--- src/rtl/serial_pattern_detector.sv ---
// Programmable serial pattern detector.
// Shifts in one bit per valid cycle, compares the newest PAT_W bits against a
// loaded pattern under a don't-care mask, and flags a match in the same cycle
// as the final bit. Supports overlapping and non-overlapping detection and
// keeps a saturating hit counter with a sticky saturation flag.
// PAT_W must lie in 2..32.
module serial_pattern_detector #(
  parameter int unsigned PAT_W = 7,
  parameter int unsigned CNT_W = 8
) (
  input  logic             clk,
  input  logic             rst,
  input  logic             serIn,
  input  logic             inValid,
  input  logic             load,
  input  logic [PAT_W-1:0] patIn,
  input  logic [PAT_W-1:0] maskIn,
  input  logic             overlap,
  input  logic             clrCount,
  output logic             w,
  output logic [CNT_W-1:0] hitCount,
  output logic             sat
);

  // fill counts 0..PAT_W-1, so $clog2(PAT_W) bits are always enough.
  localparam int unsigned     FillW    = $clog2(PAT_W);
  localparam logic [FillW-1:0] FillFull = FillW'(PAT_W - 1);
  localparam logic [CNT_W-1:0] CntMax   = {CNT_W{1'b1}};

  logic [PAT_W-1:0] pat_q, pat_d;
  logic [PAT_W-1:0] mask_q, mask_d;
  logic [PAT_W-2:0] hist_q, hist_d;
  logic [FillW-1:0] fill_q, fill_d;
  logic [CNT_W-1:0] cnt_q, cnt_d;
  logic             sat_q, sat_d;

  logic [PAT_W-1:0] cand;
  logic             shift_en;
  logic             hist_full;
  logic             bits_equal;
  logic             match;

  // Match decode: history plus the bit arriving this cycle, compared under mask.
  always_comb begin
    cand       = {hist_q, serIn};
    shift_en   = inValid & ~load;
    hist_full  = (fill_q == FillFull);
    bits_equal = ~|((cand ^ pat_q) & mask_q);
    match      = shift_en & hist_full & bits_equal & ~rst;
  end

  assign w        = match;
  assign hitCount = cnt_q;
  assign sat      = sat_q;

  // Pattern, mask and history next state; load takes priority over shifting.
  always_comb begin
    pat_d  = pat_q;
    mask_d = mask_q;
    hist_d = hist_q;
    fill_d = fill_q;
    if (load) begin
      pat_d  = patIn;
      mask_d = maskIn;
      hist_d = '0;
      fill_d = '0;
    end else if (inValid) begin
      hist_d = cand[PAT_W-2:0];
      if (match && !overlap) begin
        // Non-overlap: history bits are kept but ignored until refilled.
        fill_d = '0;
      end else if (!hist_full) begin
        fill_d = fill_q + FillW'(1);
      end
    end
  end

  // Hit counter next state; clear beats a simultaneous increment.
  always_comb begin
    cnt_d = cnt_q;
    sat_d = sat_q;
    if (clrCount) begin
      cnt_d = '0;
      sat_d = 1'b0;
    end else begin
      if (match && (cnt_q != CntMax)) begin
        cnt_d = cnt_q + CNT_W'(1);
      end
      sat_d = sat_q | (cnt_d == CntMax);
    end
  end

  // State registers with synchronous active-high reset.
  always_ff @(posedge clk) begin
    if (rst) begin
      pat_q  <= '0;
      mask_q <= '0;
      hist_q <= '0;
      fill_q <= '0;
      cnt_q  <= '0;
      sat_q  <= 1'b0;
    end else begin
      pat_q  <= pat_d;
      mask_q <= mask_d;
      hist_q <= hist_d;
      fill_q <= fill_d;
      cnt_q  <= cnt_d;
      sat_q  <= sat_d;
    end
  end

endmodule

--- config.mk ---
export PLATFORM = sky130hd
export DESIGN_NAME = serial_pattern_detector
export DESIGN_NICKNAME = d
export VERILOG_FILES = /design/src/rtl/serial_pattern_detector.sv
export SDC_FILE = /design/constraint.sdc
export NUM_CORES = 1
export LEC_CHECK = 0
export CELL_PAD_IN_SITES_DETAIL_PLACEMENT = 1
export CELL_PAD_IN_SITES_GLOBAL_PLACEMENT = 1
export CORE_MARGIN = 5
export CORE_UTILIZATION = 41
export DETAILED_ROUTE_END_ITERATION = 10
export PLACE_DENSITY_LB_ADDON = 0.1
export SLEW_MARGIN = 20
export SYNTH_ARGS = -nofsm -noshare
export SYNTH_HDL_FRONTEND = slang
export SYNTH_SLANG_ARGS = --single-unit
export TNS_END_PERCENT = 30
--- constraint.sdc ---
create_clock -name clk -period 3.1 [get_ports clk]
set_input_delay 0.465 -clock clk [delete_from_list [all_inputs] [get_ports clk]]
set_output_delay 0.465 -clock clk [all_outputs]
set_load 0.01 [all_outputs]
; ---- Yosys cells after proc, flatten, opt, wreduce, memory -nomap -nowiden
; Index checks and enable logic that the tools add are counted.
[op_classes]
mux = 4
bitwise_logic = 9
reduce_logical = 8
n_eq_ne = 4
add_sub_neg = 2
[op_table]
columns = op, n
row1 = $mux W8, 2
row2 = $add A8 B1 Y8 const B, 1
row3 = $eq A8 B8 Y1 const B, 1
row4 = $ne A8 B8 Y1 const B, 1
row5 = $and A7 B7 Y7, 1
row6 = $reduce_or A7 Y1, 1
row7 = $xor A7 B7 Y7, 1
row8 = $mux W3, 2
row9 = $and A1 B1 Y1, 4
row10 = $reduce_or A2 Y1, 2
row11 = $add A3 B1 Y3 const B, 1
row12 = $eq A3 B3 Y1 const B, 1
row13 = $logic_and A1 B1 Y1, 2
row14 = $logic_not A1 Y1, 2
row15 = $ne A2 B1 Y1 const B, 1
row16 = $not A1 Y1, 2
row17 = $reduce_and A2 Y1, 1
row18 = $or A1 B1 Y1, 1
[totals]
out_inout_bits = 10
input_bits = 21
word_cells = 33
register_bits = 32

; ---- Longest topological paths before layout
; Gate-level depths: netlist of run 1.
[logic_depth]
ltp_word = 11
ltp_mapped = 10
depth_no_buf = 10

; ---- Worst setup path after synthesis of run 1
; OpenSTA, ideal clock, no wires.
[synth_timing]
path_type = input port to flip-flop
startpoint = in rst
endpoint = reg sat_q, in the netlist sat
required_time_ns = 3.021
n_path_buf = 3
slack_ns = 0.951
arrival_time_ns = 2.069
stages = 10
setup_time_ns = 0.079
cell_sequence = buf_2 or2_1 buf_6 a211oi_2 nand3_2 nor3_2 buf_6 nand4_1 and4b_1 a211oi_2
[synth_via]
elab_chain_len = 7
word_cells_on_any_way = 8
cone_classes = eq/ne (1) / mux (2) / bitwise (3) / reduce/logical (2)
[synth_rtl]
columns = element, line_no
row1 = start: declaration, 12  ; input logic rst,
row2 = $not A1 Y1, 49  ; match = shift_en & hist_full & bits_equal & ~rst;
row3 = $and A1 B1 Y1, 49
row4 = $logic_and A1 B1 Y1, 86  ; if (match && (cnt_q != CntMax)) begin
row5 = $mux W8, 86
row6 = $mux W8, 82  ; if (clrCount) begin
row7 = $eq A8 B8 Y1, 89  ; sat_d = sat_q | (cnt_d == CntMax);
row8 = $or A1 B1 Y1, 89
row9 = end signal: assignment, 108  ; sat_q <= sat_d;
row10 = end: declaration, 35  ; logic sat_q, sat_d;
; Several ways; a longest one is shown, not always the timed one. The select of a mux whose other input is x is not followed.
; A chain may end at the register's enable or synchronous reset.

; ---- Worst setup path in the final report of run 1
[layout_timing]
startpoint = in load
endpoint = out w
[layout_via]
elab_chain_len = 5
[layout_rtl]
columns = element, line_no
row1 = start: declaration, 15  ; input logic load,
row2 = $not A1 Y1, 46  ; shift_en = inValid & ~load;
row3 = $and A1 B1 Y1, 46
row4 = $and A1 B1 Y1 (3 in series), 49
row5 = end: declaration, 20  ; output logic w,
; No other way between the ends.

==> impl_metrics.json, run 1 <==
{
  "status": "finished clean",
  "synth.most_common_cell": "dfxtp_1",
  "clkLatencyLatePin_ps": 290,
  "max_freq_mhz": 332.1,
  "postCtsHoldBufs": 0,
  "ioPinCount": 31,
  "grt_pass1_vias": 1431,
  "cp.required_ps": 2630,
  "tritoncts": "built",
  "viasPerCell": 5.289,
  "endpoint_kind": "output pin",
  "syn_area_per_cell_um2": 9.284,
  "clk_pin_slew_ps": 70,
  "hold_class": "reg2reg",
  "ir_drop_mv": 0.2557,
  "cts_resized": 0,
  "post-dp-hpwl_um": 3039,
  "io_buffers": 30,
  "design_power_total_w": 0.0009056,
  "synth_area_leaders": "dfxtp_1 (41%), mux2i_1 (13%), nor2_1 (6.7%)",
  "worstPathMaxFanout": 5,
  "core_area_um2": 3689,
  "synthesis.area_um2": 1569,
  "power_density_nw_per_um2": 450.7,
  "pre_cts_slack_ps": 116.1,
  "crit_slowest_cell": "clkdlybuf4s50_1",
  "fp-row-count": 22,
  "post_cts.repair.setup_buffers": 0,
  "hold-path-endpoint": "mask_q[6]",
  "synth-seq-cells": 32,
  "tightest_slew_ps": 283.9,
  "fin_util": 0.5448,
  "drive_gt1_frac": 0.1045,
  "ys_seq_area_frac": 0.4083,
  "hold_viol_final": 0,
  "leakagePower_nw": 0.8378,
  "synth_ff_type": "dfxtp_1",
  "routedWlPerCell_um": 16.10,
  "synth_edf_count": 0,
  "n_antenna_cell": 0,
  "track_usage": 0.1700,
  "synth.distinct_cells": 36,
  "yosysWarnings": 0,
  "firstDrtPassIters": 4,
  "grt_antenna_before_repair": 0,
  "reg2reg_to": "sat",
  "cp_slowest_stage_delay_ps": 550,
  "nets": 224,
  "drc": 0,
  "holdCritStartpoint": "mask_q[6]",
  "fin_crit_ps": 3011,
  "yosysTopAreaCellShare": 0.4083,
  "path_cells": "clkdlybuf4s50_1, or2_1, a211oi_2, nand3_2, or2_1, inv_1, clkdlybuf4s50_1",
  "die_h_um": 71.86,
  "setup.worst_path.class": "in2out",
  "num_vias": 1317,
  "setup-tns-final_ps": 0,
  "syn2layout_area_growth_pct": 28.07,
  "r2r_slack_ps": 860,
  "cp-start-kind": "primary input",
  "max_slew_margin": 0.8081,
  "postLayoutSetupSlackWorst_ps": 88.97,
  "grt_max_degree": 17,
  "cts_buffers": 5,
  "cp.arrival_ps": 2550,
  "die_w_um": 71.86,
  "reg2reg_from": "hitCount[0]",
  "cts_sinks": 32,
  "h-tree-depth": 2,
  "ys_top_cells_by_count": "dfxtp_1 (32), nor2_1 (28), mux2i_1 (21), nand2_1 (10), xor2_1 (10)",
  "fin_skew_ps": 4.954,
  "grt_pass1_wl_um": 6817,
  "dieArea_um2": 5164,
  "first_iter_violations": 80,
  "grt-ovfl-total": 0,
  "rsz0062_at_grt": "false",
  "routed_wl_um": 4008,
  "postRouteAntennaNets": 0,
  "hold_path_depth": 2,
  "clk_path_buf_depth": 2,
  "synth_nets": 193,
  "post-route-period-util": 0.9713,
  "synthArstFlopShare": 0,
  "r2r_cells": 8,
  "yosys.area.top_type": "dfxtp_1",
  "maxSlewViolCount": 0,
  "maxCapViolations": 0,
  "syn_inst": 169,
  "setup_viol": 0,
  "root_buffer": "clkbuf_8",
  "start_util": 0.4254,
  "place_congestion": 0.7364
}
-- cell families after synthesis --
family	share of synthesized area
simple gates	0.2073
flops	0.4083
mux	0.1411
compound gates	0.09011
buf+inv	0.05103
xor+xnor	0.07815
fa+ha+maj	0.02393
-- area by class of cell --
cell class	instances	area (um^2)
Fill cell	435	1679
Multi-Input combinational cell	122	848.3
Sequential cell	32	640.6
Timing Repair Buffer	35	337.8
Clock buffer	6	72.57
Tap cell	48	60.06
Clock inverter	2	35.03
Inverter	4	15.01
-- critical path, delay by kind of cell --
family	cells	cell delay, ps
simple gates	3	700
compound gates	1	260
buf+inv	3	1110
-- per-stage QoR --
| step | hold WS [ps] | std cells | instance area (um^2) |
|---|---|---|---|
| CTS | 515.4 | 249 | 2009 |
| global placement | 476.7 | 241 | 1902 |
| global route | 550.3 | 249 | 2009 |
| finish | 504.9 | 249 | 2009 |
| detailed placement | 498.5 | 241 | 1902 |
| floorplan | 460.8 | 169 | 1569 |
-- cells in the final DEF, fill, tap and decap left out --
| cell type | instances |
|---|---|
| a21oi_1 | 6 |
| a311oi_1 | 2 |
| ha_1 | 3 |
| or2_2 | 1 |
| nor2b_1 | 2 |
| clkbuf_8 | 5 |
| o21ai_0 | 1 |
| clkinv_2 | 1 |
| nand2_1 | 10 |
| o221a_2 | 1 |
| mux2i_1 | 21 |
| a22oi_1 | 3 |
| xnor2_1 | 4 |
| o21ai_1 | 1 |
| a31oi_1 | 1 |
| and2_1 | 2 |
| nor3_2 | 1 |
| buf_4 | 5 |
| clkbuf_1 | 1 |
| and3_1 | 3 |
| xor2_1 | 10 |
| a211oi_2 | 2 |
| nand3_1 | 2 |
| or3b_2 | 1 |
| or2_1 | 2 |
| bufinv_16 | 1 |
| and4b_1 | 3 |
| a31o_2 | 1 |
| mux2_2 | 1 |
| nand4_1 | 3 |
| dfxtp_1 | 32 |
| nand3_2 | 1 |
| clkdlybuf4s50_1 | 30 |
| a41o_1 | 1 |
| nor3_1 | 3 |
| inv_1 | 4 |
| nor4b_1 | 2 |
| nor2_1 | 28 |
-- flip-flops by register name, summed over array words and instances, names as in the netlist --
signal    count
hitCount      8
mask_q        7
pat_q         7
hist_q        6
fill_q        3
sat           1
-- routing by layer --
| layer | GRT usage | vias up | part of all wire |
|---|---|---|---|
| li1 | - | 643 | - |
| met1 | 0.2032 | 641 | 0.45 |
| met2 | 0.2827 | 26 | 0.48 |
| met3 | 0.06732 | 7 | 0.050 |
| met4 | 0.04593 | 0 | 0.014 |
| met5 | 0 | - | 0 |
-- power by group --
group,internal (W),total [W],switching (W)
clock network,0.000238,0.000392,0.000154
logic,0.0000455,0.0000813,0.0000358
registers,0.000424,0.000432,0.00000843
-- worst max-delay path by stage --
stage | to | slack, ps | startpoint | cells past startpoint
detailed placement | w | 120 | load | 7
CTS | w | 90 | load | 7
floorplan | sat | 950 | rst | 10
global route | w | 10 | load | 7
finish | w | 90 | load | 7
global placement | w | 210 | load | 7
Power figures use the tool's default switching activity.
==> inputs of run 2 (changes only) <==
- CAP_MARGIN: unset -> 20
- SLEW_MARGIN: 20 -> unset
==> results of run 2 <==
The final DEF is identical to that of run 1; final timing and power are the same.
==> inputs of run 3 (changes only) <==
- PLACE_DENSITY_LB_ADDON: 0.1 -> 0.12
==> run 3 against run 2 <==
  * Clock power down 16%
  * Register-to-register slack worse by 100 ps
  * Clock skew up 2.3 ps
  * Highest routed layer unchanged
  * Global-route usage down 1.1 points
  * Power down 7.3%
  * Worst hold slack better by 1.2 ps
  * Fmax about the same
  * Die area unchanged
  * Cell count unchanged
  * First-iteration DRC count down 23%
  * Critical path type unchanged
==> impl_metrics.json, run 3 (synthesized netlist as in run 1, its figures left out) <==
{
  "die_h_um": 71.86,
  "hold_class": "reg2reg",
  "cts_buffers": 5,
  "track_usage": 0.1588,
  "setup-tns-final_ps": 0,
  "worstPathMaxFanout": 5,
  "maxCapViolations": 0,
  "placed_cell_area_um2": 1902,
  "ioPinCount": 31,
  "post_cts.repair.setup_buffers": 0,
  "grt-busiest-layer": "met2",
  "cts_resized": 0,
  "clk_path_buf_depth": 2,
  "layout_commonest_cell": "dfxtp_1",
  "path_cells": "clkdlybuf4s50_1, or2_1, a211oi_2, nand3_2, or2_1, inv_1, clkdlybuf4s50_1",
  "fin_skew_ps": 7.253,
  "crit_slowest_cell": "clkdlybuf4s50_1",
  "gr-usage-met3": 0.05189,
  "postCtsHoldBufs": 0,
  "cp-start-kind": "primary input",
  "cp.required_ps": 2630,
  "num_vias": 1317,
  "hold_path_depth": 2,
  "cts_sinks": 32,
  "io_buffers": 30,
  "grt-ovfl-total": 0,
  "clkLatencyLatePin_ps": 280,
  "start_util": 0.4254,
  "clk_pin_slew_ps": 60,
  "core_area_um2": 3689,
  "hold_viol_final": 0,
  "setup.worst_path.class": "in2out",
  "place_congestion": 0.7349,
  "grt_pass1_vias": 1387,
  "final_cell_mix": "dfxtp_1 (32), clkdlybuf4s50_1 (30), nor2_1 (28)",
  "viasPerCell": 5.289,
  "use_met2": 0.2694,
  "endpoint_kind": "output pin",
  "use_met1": 0.1900,
  "grt_max_degree": 17,
  "r2r_slack_ps": 760,
  "post-dp-hpwl_um": 2922,
  "grt_pass1_wl_um": 6479,
  "fin_crit_ps": 3009,
  "die_w_um": 71.86,
  "ir_drop_mv": 0.2074,
  "tritoncts": "built",
  "power_density_nw_per_um2": 420.6,
  "cp.arrival_ps": 2540,
  "rsz0062_at_grt": "false",
  "routedWlPerCell_um": 15.26,
  "n_antenna_cell": 0,
  "fp-row-count": 22,
  "nets": 224,
  "root_buffer": "clkbuf_8",
  "setup_viol": 0,
  "final_area_um2": 1996,
  "routed_wl_um": 3800,
  "post-route-period-util": 0.9707,
  "first_iter_violations": 62,
  "hold_ws_ps": 506.1,
  "dieArea_um2": 5164,
  "firstDrtPassIters": 4,
  "nFillCells": 447,
  "status": "finished clean",
  "postRouteAntennaNets": 0,
  "h-tree-depth": 2,
  "largest_reg_flops": 8,
  "r2r_cells": 7,
  "leakagePower_nw": 0.8271,
  "max_slew_margin": 0.6526,
  "syn2layout_area_growth_pct": 27.19,
  "drive_gt1_frac": 0.1045,
  "grt_antenna_before_repair": 0,
  "max_freq_mhz": 332.3,
  "tightest_slew_ps": 518.3,
  "cp_slowest_stage_delay_ps": 560,
  "drc": 0,
  "maxSlewViolCount": 0
}
[run 3: changes by cell type in the layout (fill, tap and decap cells not counted)]
cell	change
clkbuf_8	+1
clkinvlp_4	+1
clkinv_2	-1
bufinv_16	-1
[run 3: layout make-up]
type | instances | area (um^2) | area share
inverter | 4 | 15.01 | 0.007524
tap | 48 | 60.06 | 0.03009
clock inverter | 1 | 7.507 | 0.003762
clock buffer | 7 | 86.33 | 0.04326
timing repair buffer | 35 | 337.8 | 0.1693
multi-input combinational | 122 | 848.3 | 0.4251
sequential | 32 | 640.6 | 0.3210
[run 3: path summary, 6_finish.rpt]
path | startpoint | endpoint
max | load | w
min | mask_q[5] | mask_q[5]
max reg2reg | hitCount[0] | sat
min reg2reg | mask_q[5] | mask_q[5]
[run 3: layer usage]
metal  up-vias  wire (um)
met5         -          0
met4         0         56
met3         9        231
met2        36       1882
met1       632       1629
li1        640          -
[run 3: worst max-delay path: cells and delay by family]
family                 cells  cell delay, ps
AOI/OAI and AO/OA          1             240
buffers and inverters      3            1130
and+or+nand+nor            3             700
[run 3: per-stage QoR]
step                worst slack (ps)  total power [W]  std cells    util
CTS                            74.76        0.0008545        249  0.5410
detailed placement             91.70        0.0005214        241  0.5156
global placement               214.7        0.0005170        241  0.5156
finish                         90.96        0.0008394        249  0.5410
floorplan                      951.2        0.0004832        169       -
global route                  0.4712        0.0008794        249  0.5410
[run 3: where the power goes]
part | switching [W] | total, W | leakage [nW] | internal (W)
Combinational | 0.0000338 | 0.0000792 | 0.522 | 0.0000454
Sequential | 0.00000863 | 0.000432 | 0.261 | 0.000424
Clock | 0.000148 | 0.000328 | 0.0445 | 0.000180
==> RTL edit: new RTL, settings of run 3 <==
Change the parameter `PAT_W` from 7 to 14.
--- a/src/rtl/serial_pattern_detector.sv
+++ b/src/rtl/serial_pattern_detector.sv
@@ -5,7 +5,7 @@
 // keeps a saturating hit counter with a sticky saturation flag.
 // PAT_W must lie in 2..32.
 module serial_pattern_detector #(
-  parameter int unsigned PAT_W = 7,
+  parameter int unsigned PAT_W = 14,
   parameter int unsigned CNT_W = 8
 ) (
   input  logic             clk,
Ports: changed (resized maskIn and patIn); port bits go from 31 to 45. No check against the original RTL was run, so the function may have changed too.
==> RTL edit against run 3 <==
- routed wire length is 41% higher
- first-iteration DRC count is 32% lower
- cell area is 50% higher
- sequential cell count is 22 higher
- area after synthesis is 51% higher
- sequential power is 70% higher
- sequential share of layout area is 4.1 points higher
- worst setup slack better by 0.22 ns
- clock power is 20% higher
- power is 50% higher
- non-clock buffer count is 16 higher
- register-to-register slack worse by 0.05 ns
- largest cell class unchanged
- highest routed layer unchanged
==> RTL edit: results (changes against run 3) <==
[routing]
drc=0  ; unchanged
dr.pass1.iters=4  ; unchanged
num_vias=1801  ; +37%
wire_per_inst_um=14.7  ; -3.5%
drtIter0Drc=42  ; -32%

[outcome]
outcome=finished clean

[clock_network]
cts_setup_buffers=0  ; unchanged
numCtsBuffers=5  ; unchanged
cts_root_buf=clkbuf_8
clock_latency_ns=0.30  ; +0.02 ns
clk_pin_slew_ns=0.09  ; +0.03 ns
htree_num_levels=2  ; unchanged

[global_route]
gr-usage-met1_pct=19.8  ; +0.79 points
antenna_found_initial=0  ; unchanged
use_met2_pct=26.0  ; -0.94 points
grt_max_degree=32  ; +15
use_met3_pct=3.36  ; -1.8 points
track_usage_pct=15.4  ; -0.50 points
grt_pass1_vias=1896  ; +37%
grt_pass1_wl_um=9170  ; +42%

[power_and_ir_drop]
internal_power_w=0.000974  ; +50%
switchingPower_w=0.000287  ; +51%
p_comb_w=0.000136  ; +72%
vdd_ir_drop_max_uv=215  ; +3.4%
clkPwrFrac_pct=31.1  ; -7.9 points
leakage_nw=1.27  ; +54%

[min_path]
hold_depth=2  ; unchanged

[timing]
finalClockSkew_ns=0.00593  ; -0.00132 ns
tightest_slew_ns=0.488  ; -0.0301 ns
layout_min_cycle_time_ns=2.79  ; -0.215 ns
whs_ns=0.475  ; -0.0311 ns

[final_layout]
antenna_cells=0  ; unchanged
stdcell_count=364  ; +46%
multi_input_area_sq_um=1230  ; +45%
fillers=650  ; +45%
nets=329  ; +47%
drive_above_1_share_pct=6.85  ; -3.6 points
largest_registers=mask_q x14, pat_q x14, hist_q x13

[placed_design]
post-place-ws_ns=0.301  ; +0.209 ns
port_buffers=44  ; +47%
detailed_place_hpwl_um=4040  ; +38%
gp_congestion=0.749  ; +1.9%
dpl-instance-area_sq_um=2900  ; +52%

[synthesis]
synth-xor-area-share_pct=7.41  ; -0.40 points
synth_area_leaders=dfxtp_1, mux2i_1, nor2_1
synthTopCellsByCount=nor2_1, dfxtp_1, mux2i_1
synth_fp_nets=282  ; +46%
synthMuxAreaShare_pct=17.8  ; +3.7 points
synth_seq_area_share_pct=45.7  ; +4.9 points
synth_compound_area_share_pct=7.57  ; -1.4 points
netlist_instances=244  ; +44%
ys_types=37  ; +2.8%
synthAdderAreaFrac_pct=1.59  ; -0.80 points
synth_warnings=0  ; unchanged

[setup_path]
cp_slowest_cell=clkdlybuf4s50_1
crit_arrival_ns=2.33  ; -0.21 ns
r2r_setup_slack_ns=0.71  ; -0.05 ns
worst-r2r-cell-count=9  ; +2

RTL edit: cell types whose count changed after synthesis, moves of 3 or more:
| cell | run 3 | this run |
|---|---|---|
| a211oi_1 | 0 | 3 |
| a21oi_1 | 6 | 2 |
| and4b_1 | 3 | 0 |
| buf_6 | 3 | 0 |
| dfxtp_1 | 32 | 54 |
| mux2i_1 | 21 | 42 |
| nand3_1 | 2 | 5 |
| nand3b_1 | 0 | 4 |
| nor2_1 | 28 | 55 |
| xor2_1 | 10 | 18 |
RTL edit: routing by layer:
layer  wire, um  vias up  share of wire (%)
met5          0        -                  0
met4         25        0               0.47
met3        197        4                3.7
met2       2640       30                 49
met1       2500      839                 47
li1           -      928                  -
RTL edit: worst paths after layout:
kind / end / startpoint
worst max-delay path: w / fill_q[0]$_SDFFE_PP0P_
worst max register to register: sat$_SDFF_PP0_ / fill_q[0]$_SDFFE_PP0P_
worst min-delay path: sat$_SDFF_PP0_ / sat$_SDFF_PP0_
worst min register to register: sat$_SDFF_PP0_ / sat$_SDFF_PP0_
RTL edit: worst max-delay path: cells and delay by family, from the launching register on:
family | cells | cell delay [ns]
simple gates | 3 | 0.48
flops | 1 | 0.42
buf+inv | 1 | 0.57
fa+ha+maj | 1 | 0.20
compound gates | 1 | 0.36
RTL edit: cells by family (layout without fill, tap and decap cells):
logic type	count (synthesis)	after routing
DFF	54	54
buffers and inverters	14	62
and+or+nand+nor	91	91
muxes	42	42
adders and majority gates	3	3
AOI/OAI and AO/OA	20	20
xor gates and xnor gates	20	20
RTL edit: area by class of cell:
cell class / count / area share, %
Inverter: 3 / 0.377
Clock inverter: 1 / 0.167
Sequential cell: 54 / 36.2
Clock buffer: 7 / 2.89
Tap cell: 72 / 3.01
Multi-Input combinational cell: 176 / 41.1
Timing Repair Buffer: 51 / 16.3
